$ cat config.mk
export PLATFORM = sky130hd
export DESIGN_NAME = avalon_mm_arbiter_2to1_flat
export DESIGN_NICKNAME = d
export VERILOG_FILES = /design/src/rtl/avalon_mm_arbiter_2to1_pkg.sv /design/src/rtl/avalon_mm_arbiter_2to1_if.sv /design/src/rtl/avalon_mm_arbiter_2to1_read_id_fifo.sv /design/src/rtl/avalon_mm_arbiter_2to1.sv /design/src/flat_wrapper.sv
export SDC_FILE = /design/constraint.sdc
export NUM_CORES = 1
export LEC_CHECK = 0
export CORE_MARGIN = 1
export CORE_UTILIZATION = 28
export DETAILED_ROUTE_END_ITERATION = 7
export HOLD_SLACK_MARGIN = 0.06
export PLACE_DENSITY_LB_ADDON = 0.12
export SLEW_MARGIN = 20
export SYNTH_ARGS = -nofsm -noshare
export SYNTH_HDL_FRONTEND = slang
export SYNTH_SLANG_ARGS = --single-unit
$ cat constraint.sdc
create_clock -name Clk -period 2.72 [get_ports Clk]
set_input_delay 0.68 -clock Clk [delete_from_list [all_inputs] [get_ports Clk]]
set_output_delay 0.68 -clock Clk [all_outputs]
set_load 0.02 [all_outputs]
$ cat src/rtl/avalon_mm_arbiter_2to1_pkg.sv
// Shared types and constants for the two-master Avalon-MM arbiter.
package avalon_arb_pkg;

  localparam int unsigned DEF_ADDR_W      = 25;
  localparam int unsigned DEF_DATA_W      = 16;
  localparam int unsigned DEF_MAX_HOLD    = 8;
  localparam int unsigned DEF_MAX_PENDING = 4;
  localparam int unsigned CNT_W           = 8;
  localparam int unsigned ID_W            = 1;

  typedef logic [ID_W-1:0] master_id_t;

  localparam master_id_t M0 = 1'b0;
  localparam master_id_t M1 = 1'b1;

  // One-hot grant encoding; the state value drives the Grant port directly
  typedef enum logic [1:0] {
    GRANT_NONE = 2'b00,
    GRANT_M0   = 2'b01,
    GRANT_M1   = 2'b10
  } grant_t;

  function automatic grant_t grant_of(input master_id_t id);
    return (id == M1) ? GRANT_M1 : GRANT_M0;
  endfunction

  function automatic master_id_t other_of(input master_id_t id);
    return (id == M1) ? M0 : M1;
  endfunction

endpackage

$ cat src/rtl/avalon_mm_arbiter_2to1_if.sv
// One Avalon-MM port: master drives the command, slave returns stall and read data.
interface avalon_mm_arbiter_2to1_if #(
  parameter int unsigned ADDR_W = avalon_arb_pkg::DEF_ADDR_W,
  parameter int unsigned DATA_W = avalon_arb_pkg::DEF_DATA_W
);
  localparam int unsigned BE_W = DATA_W / 8;

  logic [ADDR_W-1:0] Address;
  logic [BE_W-1:0]   ByteEnable;
  logic              Write;
  logic [DATA_W-1:0] WriteData;
  logic              Read;
  logic              WaitRequest;
  logic [DATA_W-1:0] ReadData;
  logic              ReadDataValid;

  modport master (
    output Address, ByteEnable, Write, WriteData, Read,
    input  WaitRequest, ReadData, ReadDataValid
  );

  modport slave (
    input  Address, ByteEnable, Write, WriteData, Read,
    output WaitRequest, ReadData, ReadDataValid
  );

endinterface

$ cat src/rtl/avalon_mm_arbiter_2to1_read_id_fifo.sv
// In-order FIFO of master IDs for outstanding reads; extra pointer bit tells full from empty.
module read_id_fifo
  import avalon_arb_pkg::*;
#(
  parameter int unsigned DEPTH = DEF_MAX_PENDING,
  parameter int unsigned W     = ID_W
) (
  input  logic         Clk,
  input  logic         Reset,
  input  logic         push,
  input  logic         pop,
  input  logic [W-1:0] din,
  output logic         full,
  output logic         empty,
  output logic [W-1:0] head
);

  localparam int unsigned AW    = $clog2(DEPTH);
  localparam int unsigned PTR_W = AW + 1;

  logic [W-1:0]     mem [DEPTH];
  logic [PTR_W-1:0] wr_ptr;
  logic [PTR_W-1:0] rd_ptr;
  logic             do_push;
  logic             do_pop;

  assign do_push = push & ~full;
  assign do_pop  = pop & ~empty;
  assign empty   = (wr_ptr == rd_ptr);
  assign full    = (wr_ptr[AW] != rd_ptr[AW]) && (wr_ptr[AW-1:0] == rd_ptr[AW-1:0]);
  assign head    = mem[rd_ptr[AW-1:0]];

  // Pointer update; reset discards all pending IDs
  always_ff @(posedge Clk) begin
    if (Reset) begin
      wr_ptr <= '0;
      rd_ptr <= '0;
    end else begin
      if (do_push) wr_ptr <= wr_ptr + PTR_W'(1);
      if (do_pop)  rd_ptr <= rd_ptr + PTR_W'(1);
    end
  end

  // Storage write; contents are don't-care until pushed
  always_ff @(posedge Clk) begin
    if (do_push) mem[wr_ptr[AW-1:0]] <= din;
  end

endmodule

$ cat src/rtl/avalon_mm_arbiter_2to1.sv
// Round-robin 2:1 Avalon-MM arbiter with bounded grant hold and read-return steering.
module avalon_mm_arbiter_2to1
  import avalon_arb_pkg::*;
#(
  parameter int unsigned ADDR_W      = DEF_ADDR_W,
  parameter int unsigned DATA_W      = DEF_DATA_W,
  parameter int unsigned MAX_HOLD    = DEF_MAX_HOLD,
  parameter int unsigned MAX_PENDING = DEF_MAX_PENDING
) (
  input  logic                      Clk,
  input  logic                      Reset,
  avalon_mm_arbiter_2to1_if.slave   m0,
  avalon_mm_arbiter_2to1_if.slave   m1,
  avalon_mm_arbiter_2to1_if.master  s,
  output logic                      S_ChipEnable,
  output logic [1:0]                Grant,
  output logic                      Orphan_Error
);

  localparam int unsigned BE_W = DATA_W / 8;

  grant_t           state;
  grant_t           state_nxt;
  logic [CNT_W-1:0] hold_cnt;
  logic [CNT_W-1:0] hold_cnt_nxt;
  master_id_t       last_id;
  master_id_t       last_id_nxt;

  logic              owned;
  master_id_t        owner_id;
  logic              req0;
  logic              req1;
  logic              own_req;
  logic              other_req;
  logic              own_write;
  logic              own_read;
  logic [ADDR_W-1:0] own_addr;
  logic [BE_W-1:0]   own_be;
  logic [DATA_W-1:0] own_wdata;
  logic              s_rd;
  logic              s_wr;
  logic              accept;

  logic              fifo_full;
  logic              fifo_empty;
  logic              fifo_pop;
  master_id_t        fifo_head;

  // Owner decode; a read+write on one master is treated as a write
  assign owned     = (state != GRANT_NONE);
  assign owner_id  = (state == GRANT_M1) ? M1 : M0;
  assign req0      = m0.Read | m0.Write;
  assign req1      = m1.Read | m1.Write;
  assign own_req   = (owner_id == M1) ? req1 : req0;
  assign other_req = (owner_id == M1) ? req0 : req1;
  assign own_write = owned & ((owner_id == M1) ? m1.Write : m0.Write);
  assign own_read  = owned & ~own_write & ((owner_id == M1) ? m1.Read : m0.Read);
  assign own_addr  = (owner_id == M1) ? m1.Address    : m0.Address;
  assign own_be    = (owner_id == M1) ? m1.ByteEnable : m0.ByteEnable;
  assign own_wdata = (owner_id == M1) ? m1.WriteData  : m0.WriteData;
  assign s_rd      = own_read & ~fifo_full;
  assign s_wr      = own_write;
  assign accept    = (s_rd | s_wr) & ~s.WaitRequest;
  assign fifo_pop  = s.ReadDataValid & ~fifo_empty;
  assign Grant     = state;

  // Grant state, hold counter and last-served register
  always_ff @(posedge Clk) begin
    if (Reset) begin
      state    <= GRANT_NONE;
      hold_cnt <= '0;
      last_id  <= M1;
    end else begin
      state    <= state_nxt;
      hold_cnt <= hold_cnt_nxt;
      last_id  <= last_id_nxt;
    end
  end

  // Next grant: release on idle owner, rotate after MAX_HOLD accepts if the other waits
  always_comb begin
    state_nxt    = state;
    hold_cnt_nxt = hold_cnt;
    last_id_nxt  = last_id;
    if (!owned) begin
      hold_cnt_nxt = '0;
      if (req0 && req1) begin
        state_nxt   = grant_of(other_of(last_id));
        last_id_nxt = other_of(last_id);
      end else if (req0) begin
        state_nxt   = GRANT_M0;
        last_id_nxt = M0;
      end else if (req1) begin
        state_nxt   = GRANT_M1;
        last_id_nxt = M1;
      end
    end else if (!own_req) begin
      hold_cnt_nxt = '0;
      if (other_req) begin
        state_nxt   = grant_of(other_of(owner_id));
        last_id_nxt = other_of(owner_id);
      end else begin
        state_nxt = GRANT_NONE;
      end
    end else if (accept) begin
      if (hold_cnt == CNT_W'(MAX_HOLD - 1)) begin
        hold_cnt_nxt = '0;
        if (other_req) begin
          state_nxt   = grant_of(other_of(owner_id));
          last_id_nxt = other_of(owner_id);
        end
      end else begin
        hold_cnt_nxt = hold_cnt + CNT_W'(1);
      end
    end
  end

  // Bus muxing, stall steering and read-return routing
  always_comb begin
    s.Address        = '0;
    s.ByteEnable     = '0;
    s.WriteData      = '0;
    s.Read           = 1'b0;
    s.Write          = 1'b0;
    S_ChipEnable     = 1'b0;
    m0.WaitRequest   = 1'b1;
    m1.WaitRequest   = 1'b1;
    m0.ReadData      = s.ReadData;
    m1.ReadData      = s.ReadData;
    m0.ReadDataValid = fifo_pop & (fifo_head == M0);
    m1.ReadDataValid = fifo_pop & (fifo_head == M1);
    if (owned) begin
      s.Address    = own_addr;
      s.ByteEnable = own_be;
      s.WriteData  = own_wdata;
      s.Read       = s_rd;
      s.Write      = s_wr;
      S_ChipEnable = 1'b1;
      if (owner_id == M1) m1.WaitRequest = s.WaitRequest | (own_read & fifo_full);
      else                m0.WaitRequest = s.WaitRequest | (own_read & fifo_full);
    end
  end

  // Sticky flag for read data arriving with nothing outstanding
  always_ff @(posedge Clk) begin
    if (Reset) begin
      Orphan_Error <= 1'b0;
    end else if (s.ReadDataValid && fifo_empty) begin
      Orphan_Error <= 1'b1;
    end
  end

  read_id_fifo #(
    .DEPTH (MAX_PENDING),
    .W     (ID_W)
  ) u_read_id_fifo (
    .Clk   (Clk),
    .Reset (Reset),
    .push  (accept & s_rd),
    .pop   (s.ReadDataValid),
    .din   (owner_id),
    .full  (fifo_full),
    .empty (fifo_empty),
    .head  (fifo_head)
  );

endmodule

$ cat src/flat_wrapper.sv
// flat-port wrapper written by rule: the top's interface ports become plain ports
module avalon_mm_arbiter_2to1_flat import avalon_arb_pkg::*;
#(
  parameter int unsigned ADDR_W      = DEF_ADDR_W,
  parameter int unsigned DATA_W      = DEF_DATA_W,
  parameter int unsigned MAX_HOLD    = DEF_MAX_HOLD,
  parameter int unsigned MAX_PENDING = DEF_MAX_PENDING
)
  (Clk, Reset, S_ChipEnable, Grant, Orphan_Error, m0_Address, m0_ByteEnable, m0_Write, m0_WriteData, m0_Read, m0_WaitRequest, m0_ReadData, m0_ReadDataValid, m1_Address, m1_ByteEnable, m1_Write, m1_WriteData, m1_Read, m1_WaitRequest, m1_ReadData, m1_ReadDataValid, s_Address, s_ByteEnable, s_Write, s_WriteData, s_Read, s_WaitRequest, s_ReadData, s_ReadDataValid);
  avalon_mm_arbiter_2to1_if #(.ADDR_W(ADDR_W), .DATA_W(DATA_W)) m0_i ();
  avalon_mm_arbiter_2to1_if #(.ADDR_W(ADDR_W), .DATA_W(DATA_W)) m1_i ();
  avalon_mm_arbiter_2to1_if #(.ADDR_W(ADDR_W), .DATA_W(DATA_W)) s_i ();
  input  logic Clk;
  input  logic Reset;
  output logic S_ChipEnable;
  output logic [1:0] Grant;
  output logic Orphan_Error;
  input wire logic [$bits(m0_i.Address)-1:0] m0_Address;
  input wire logic [$bits(m0_i.ByteEnable)-1:0] m0_ByteEnable;
  input wire logic [$bits(m0_i.Write)-1:0] m0_Write;
  input wire logic [$bits(m0_i.WriteData)-1:0] m0_WriteData;
  input wire logic [$bits(m0_i.Read)-1:0] m0_Read;
  output wire logic [$bits(m0_i.WaitRequest)-1:0] m0_WaitRequest;
  output wire logic [$bits(m0_i.ReadData)-1:0] m0_ReadData;
  output wire logic [$bits(m0_i.ReadDataValid)-1:0] m0_ReadDataValid;
  input wire logic [$bits(m1_i.Address)-1:0] m1_Address;
  input wire logic [$bits(m1_i.ByteEnable)-1:0] m1_ByteEnable;
  input wire logic [$bits(m1_i.Write)-1:0] m1_Write;
  input wire logic [$bits(m1_i.WriteData)-1:0] m1_WriteData;
  input wire logic [$bits(m1_i.Read)-1:0] m1_Read;
  output wire logic [$bits(m1_i.WaitRequest)-1:0] m1_WaitRequest;
  output wire logic [$bits(m1_i.ReadData)-1:0] m1_ReadData;
  output wire logic [$bits(m1_i.ReadDataValid)-1:0] m1_ReadDataValid;
  output wire logic [$bits(s_i.Address)-1:0] s_Address;
  output wire logic [$bits(s_i.ByteEnable)-1:0] s_ByteEnable;
  output wire logic [$bits(s_i.Write)-1:0] s_Write;
  output wire logic [$bits(s_i.WriteData)-1:0] s_WriteData;
  output wire logic [$bits(s_i.Read)-1:0] s_Read;
  input wire logic [$bits(s_i.WaitRequest)-1:0] s_WaitRequest;
  input wire logic [$bits(s_i.ReadData)-1:0] s_ReadData;
  input wire logic [$bits(s_i.ReadDataValid)-1:0] s_ReadDataValid;
  assign m0_i.Address = m0_Address;
  assign m0_i.ByteEnable = m0_ByteEnable;
  assign m0_i.Write = m0_Write;
  assign m0_i.WriteData = m0_WriteData;
  assign m0_i.Read = m0_Read;
  assign m0_WaitRequest = m0_i.WaitRequest;
  assign m0_ReadData = m0_i.ReadData;
  assign m0_ReadDataValid = m0_i.ReadDataValid;
  assign m1_i.Address = m1_Address;
  assign m1_i.ByteEnable = m1_ByteEnable;
  assign m1_i.Write = m1_Write;
  assign m1_i.WriteData = m1_WriteData;
  assign m1_i.Read = m1_Read;
  assign m1_WaitRequest = m1_i.WaitRequest;
  assign m1_ReadData = m1_i.ReadData;
  assign m1_ReadDataValid = m1_i.ReadDataValid;
  assign s_Address = s_i.Address;
  assign s_ByteEnable = s_i.ByteEnable;
  assign s_Write = s_i.Write;
  assign s_WriteData = s_i.WriteData;
  assign s_Read = s_i.Read;
  assign s_i.WaitRequest = s_WaitRequest;
  assign s_i.ReadData = s_ReadData;
  assign s_i.ReadDataValid = s_ReadDataValid;
  avalon_mm_arbiter_2to1 #(.ADDR_W(ADDR_W), .DATA_W(DATA_W), .MAX_HOLD(MAX_HOLD), .MAX_PENDING(MAX_PENDING)) u_core (.Clk(Clk), .Reset(Reset), .m0(m0_i), .m1(m1_i), .s(s_i), .S_ChipEnable(S_ChipEnable), .Grant(Grant), .Orphan_Error(Orphan_Error));
endmodule
After elaboration in Yosys (flattened, before gate mapping). Memory sizes are Yosys's and may differ from the RTL's. A register that Yosys moved wholly into a read port is not among the register bits. Cells that the tools add are included.

Bits in registers: 18. Memory bits (writable): 4. Bits of input ports: 110. Output and inout bits: 85. Word-level logic and storage cells: 92. Memories kept: 1.

$add $sub $neg: 3. Equality and inequality tests: 8. Mux-type cells: 44. Bitwise logic cells: 22. Reduce and logical (&&, ||, !) cells: 8.

Memories: u_core.u_read_id_fifo.mem (depth 4, bits a word 1, read ports 1, clocked after Yosys merged registers in 1, wr ports 1, line avalon_mm_arbiter_2to1_read_id_fifo.sv:21) `logic [W-1:0] mem [DEPTH];`.

Operators with widths (count): 2-to-1 mux 25 bit (2); 2-to-1 mux 16 bit (2); 2-to-1 mux 2 bit (15); 2-to-1 mux 1 bit (24); AND 1 bit (11); inequality test 3 bit (second input constant) (3); adder 8 x 1 -> 8 bit (second input constant) (1); equality test 8 x 3 -> 1 bit (second input constant) (1); 2-to-1 mux 8 bit (1); inverter 1 bit (7); adder 3 x 1 -> 3 bit (second input constant) (2); bitwise OR 1 bit (4); AND reduction 4 bit (1); nonzero test 4 bit (1); equality test 3 bit (1); logical AND 1 bit (3); AND reduction 3 bit (1); OR reduction 3 bit (1); equality test 2 bit (1); equality test 2 bit (second input constant) (1); nonzero test 2 bit (1); inequality test 1 bit (1).

Logic depth before layout (Yosys ltp).
Depth in word-level cells: 14. Mapped depth: 7. Mapped depth without buffers: 6.

By module. From an unflattened synthesis, not the netlist that was laid out.

Cells, all modules: 253. Area total of the unflattened synthesis: 2173.3 sq um.

Modules (own cells, without submodules): avalon_mm_arbiter_2to1 (instances 1, cells an instance 177, area an instance 1422.6 sq um, seq. area each 240.2 sq um); read_id_fifo (instances 1, cells an instance 76, area an instance 750.7 sq um, seq. area each 280.3 sq um).

Worst setup path before layout. Ideal clock, no wire load.

Path kind: flip-flop to output port. From: register u_core.state[1], in the netlist u_core.Grant[1]. To: output s_WriteData[10]. Arrival time: 1.759 ns. Data required time: 2.040 ns. Path slack: 0.281 ns. Stages on the path, launching flop included: 6. Path buffers: 3. Path through: dfxtp_1 -> buf_2 -> nor2b_1 -> clkbuf_1 -> clkbuf_1 -> a22o_1.

Longest elaborated chain between the ends: 4. Elaborated cells between the ends (all ways): 5. Those cells by class: eq/ne (1); mux (3); reduce/logical (1).

Ends and longest elaborated chain: start: declaration (line avalon_mm_arbiter_2to1.sv:22) `grant_t state;`; start signal: assignment (line avalon_mm_arbiter_2to1.sv:74) `state <= state_nxt;`; equality test 2 bit (line avalon_mm_arbiter_2to1.sv:51) `assign owner_id = (state == GRANT_M1) ? M1 : M0;`; 2-to-1 mux 1 bit (line avalon_mm_arbiter_2to1.sv:51); named net u_core.owner_id (line avalon_mm_arbiter_2to1.sv:30) `master_id_t owner_id;`; 2-to-1 mux 16 bit (line avalon_mm_arbiter_2to1.sv:60) `assign own_wdata = (owner_id == M1) ? m1.WriteData : m0.WriteData;`; 2-to-1 mux 16 bit (line avalon_mm_arbiter_2to1.sv:132) `if (owned) begin`; end: declaration (line flat_wrapper.sv:37) `output wire logic [$bits(s_i.WriteData)-1:0] s_WriteData;`.

The timed path passes the listed nets, and every way through them passes these cells.

Worst setup path in the final report.
From: input m1_Write. To: output s_Read.

Longest elaborated chain between the ends: 7.

Ends and longest elaborated chain: start: declaration (line flat_wrapper.sv:28) `input wire logic [$bits(m1_i.Write)-1:0] m1_Write;`; 2-to-1 mux 1 bit (line avalon_mm_arbiter_2to1.sv:56) `assign own_write = owned & ((owner_id == M1) ? m1.Write : m0.Write);`; AND 1 bit (line avalon_mm_arbiter_2to1.sv:56); inverter 1 bit (line avalon_mm_arbiter_2to1.sv:57) `assign own_read = owned & ~own_write & ((owner_id == M1) ? m1.Read : m0.Read);`; AND 1 bit (2 in a row) (line avalon_mm_arbiter_2to1.sv:57); AND 1 bit (line avalon_mm_arbiter_2to1.sv:61) `assign s_rd = own_read & ~fifo_full;`; 2-to-1 mux 1 bit (line avalon_mm_arbiter_2to1.sv:132); end: declaration (line flat_wrapper.sv:38) `output wire logic [$bits(s_i.Read)-1:0] s_Read;`.

Every way passes these cells.

==> impl_metrics.tcl <==
set metrics [dict create \
    final_area_mm2 0.00352 \
    antenna_found_initial 0 \
    clkLatencyLatePin_ns 0.27 \
    core_mm2 0.00683 \
    fillers 646 \
    vias 2180 \
    final_max_slew_viol_count 0 \
    drc 0 \
    start_util_pct 29.3 \
    drt_first_pass_iters 4 \
    wl_per_cell_um 16.8 \
    register_area_um2 522 \
    required_ns 2.04 \
    ys_seq_area_share_pct 26.0 \
    status "completed" \
    peakVddDrop_mv 0.271 \
    tightestPinTransition_ns 0.527 \
    p_per_area_mw_per_mm2 407 \
    drt-vias-per-instance 4.82 \
    fin_skew_ns 0.00258 \
    avgSynthCellArea_um2 8.62 \
    synth_warnings 0 \
    path_buf_inv 3 \
    die_x_um 86.5 \
    rows 30 \
    clock-sinks 24 \
    min_path_cells 2 \
    period_share_pct 98.4 \
    synth_cell_types 44 \
    io_buffers 146 \
    cts_hold_buf 0 \
    area_growth_pct 75.7 \
    cp_cell_sequence "clkdlybuf4s50_1 -> nand4bb_1 -> a32o_2 -> inv_1 -> dlygate4sd2_1" \
    clk_path_buf_depth 2 \
    critPathTopFamily "buffers and inverters" \
    first_global_vias 2060 \
    grt-ovfl-total 0 \
    place_congestion 0.788 \
    fmax_ghz 0.374 \
    drive_above_1_share_pct 11.0 \
    hp-class "flip-flop to flip-flop" \
    worstPathArrival_ns 2.00 \
    start_kind "input pin" \
    slew_headroom_pct 64.7 \
    grt_pass1_wl_um 11100 \
    grt_util_met1_pct 22.4 \
    grtUsageMet2_pct 31.5 \
    grt_start_max_net_pins 30 \
    min_period_ns 2.68 \
    dieArea_mm2 0.00749 \
    syn_inst 232 \
    critPathMaxFanout 2 \
    cts_root_buf "clkbuf_8" \
    drt_iter0_drc 52 \
    final_net_count 473 \
    path_depth 5 \
    numCtsBuffers 3 \
    finalHoldViolCount 0 \
    postRouteAntennaNets 0 \
    cts_setup_buffers 0 \
    maxCapViolCount 0 \
    leakage_nw 1.36 \
    cts_tree "yes" \
    critical_path_class "input pin to primary output" \
    synthesis.area_mm2 0.00200 \
    ys_seq_elements 24 \
    crit_path_max_incr_delay_ns 0.43 \
    dpl-instance-area_mm2 0.00344 \
    grt_busiest_layer "met2" \
    reg2reg_depth 5 \
    dp_hpwl_um 6020 \
    fp.dieH_um 86.5 \
    cp_slowest_cell "clkdlybuf4s50_1" \
    wirelength_um 7610 \
    end_kind "primary output" \
    diodes 0 \
    multi_input_area_mm2 0.00116 \
    clk_pin_slew_ns 0.09 \
    pin_count 195 \
    use_met3_pct 9.24 \
    grtUsageTotal_pct 19.2 \
    h-tree-depth 1 \
    power_mw 1.43 \
    rsz0062_at_grt "yes" \
    synth.net_count 348 \
    setup_viol 0 \
]
==> metal layers <==
metal | wire length, um | up-vias
li1 | - | 1071
met1 | 3100 | 987
met2 | 3460 | 114
met3 | 951 | 8
met4 | 104 | 0
met5 | 0 | -
==> layout make-up <==
cell class	instances	area share, %
Clock inverter	1	0.854
Multi-Input combinational cell	153	32.9
Tap cell	96	3.42
Sequential cell	24	14.8
Inverter	8	0.854
Clock buffer	3	1.17
Timing Repair Buffer	167	46.0
==> worst paths after layout <==
path                            from                  to  slack [ns]
setup / recovery            m1_Write              s_Read        0.04
hold / removal    u_core.hold_cnt[7]  u_core.hold_cnt[7]        0.48
setup reg to reg  u_core.hold_cnt[4]     u_core.Grant[1]        0.61
hold reg to reg   u_core.hold_cnt[7]  u_core.hold_cnt[7]        0.48
==> what timing repair did <==
action,4_1_cts,5_1_grt
gates resized for setup,6,6
gates cloned,0,0
setup endpoints to repair,4,12
==> state kept, by name, summed over array words and instances (netlist names), named ones only <==
| register | count |
|---|---|
| u_core.hold_cnt | 8 |
| u_core.u_read_id_fifo.rd_ptr | 3 |
| u_core.u_read_id_fifo.mem | 4 |
| u_core.last_id | 1 |
| u_core.u_read_id_fifo.wr_ptr | 3 |
| u_core.Orphan_Error | 1 |
| u_core.Grant | 2 |
==> through the flow <==
step                setup slack, ns  cells  hold WS (ns)  TNS (ns)  utilization (%)
floorplan                     0.281    232         0.446         0                -
global route                -0.0107    452         0.502   -0.0107             51.5
finish                       0.0435    452         0.483         0             51.5
detailed placement           -0.298    448         0.466    -0.891             50.4
global placement             -0.265    448         0.462    -0.800             50.4
CTS                         0.00224    452         0.480         0             51.4
==> placed cells by master (no fill, tap or decap), types with 6 or more instances in the layout <==
cell and n:
nor2_1 20, inv_1 8, ha_1 6, nand2_1 7, a21oi_1 9, xnor2_1 8
dfxtp_1 19, a22o_1 43, clkdlybuf4s50_1 141, buf_4 19
==> tightest hold or removal path: cells and delay by family, from the launching register on <==
kind / cells / cell delay (ns)
AO/OA/AOI/OAI: 2 / 0.11
flip-flops: 1 / 0.33
==> logic make-up after synthesis <==
kind of cell	count (synthesis)	share of synthesized area [%]
XOR/XNOR	13	5.69
AO/OA/AOI/OAI	76	31.5
adder cells (fa/ha/maj)	6	3.75
AND/OR/NAND/NOR	54	13.6
flip-flops	24	26.0
buffers and inverters	55	16.8
multiplexers	4	2.63
==> report_power, final <==
part           internal [mW]  leakage [nW]  total (mW)  switching (mW)
clock network          0.197        0.0357       0.313           0.117
registers              0.375         0.199       0.392          0.0177
logic                  0.399          1.13       0.724           0.325
total                  0.970          1.36        1.43           0.459
==> synth_stat cells, drive strengths merged <==
library cell | count | area (um^2)
a21o | 1 | 7.51
nor3 | 5 | 25.0
buf | 37 | 269
nand3 | 4 | 20.0
xor2 | 5 | 43.8
nor4 | 1 | 6.26
clkbuf | 10 | 37.5
nand4 | 1 | 6.26
a21oi | 9 | 45.0
nand3b | 2 | 15.0
mux4 | 1 | 22.5
ha | 6 | 75.1
a221oi | 1 | 8.76
or4 | 4 | 30.0
o221ai | 1 | 8.76
a21boi | 1 | 7.51
edfxtp | 4 | 120
inv | 8 | 30.0
o21a | 1 | 7.51
o21ba | 1 | 10.0
nand4bb | 1 | 11.3
dfxtp | 20 | 400
a211oi | 4 | 35.0
a2111oi | 2 | 36.3
a22oi | 1 | 7.51
nand2 | 7 | 26.3
a211o | 1 | 8.76
xnor2 | 8 | 70.1
nor3b | 1 | 7.51
or2 | 3 | 18.8
a32o | 1 | 11.3
o21ai | 5 | 28.8
nor2 | 20 | 75.1
nor2b | 2 | 12.5
o31ai | 4 | 30.0
a22o | 43 | 377
mux2i | 3 | 30.0
and2 | 3 | 18.8
No activity file was read; power rests on OpenSTA's default activity.
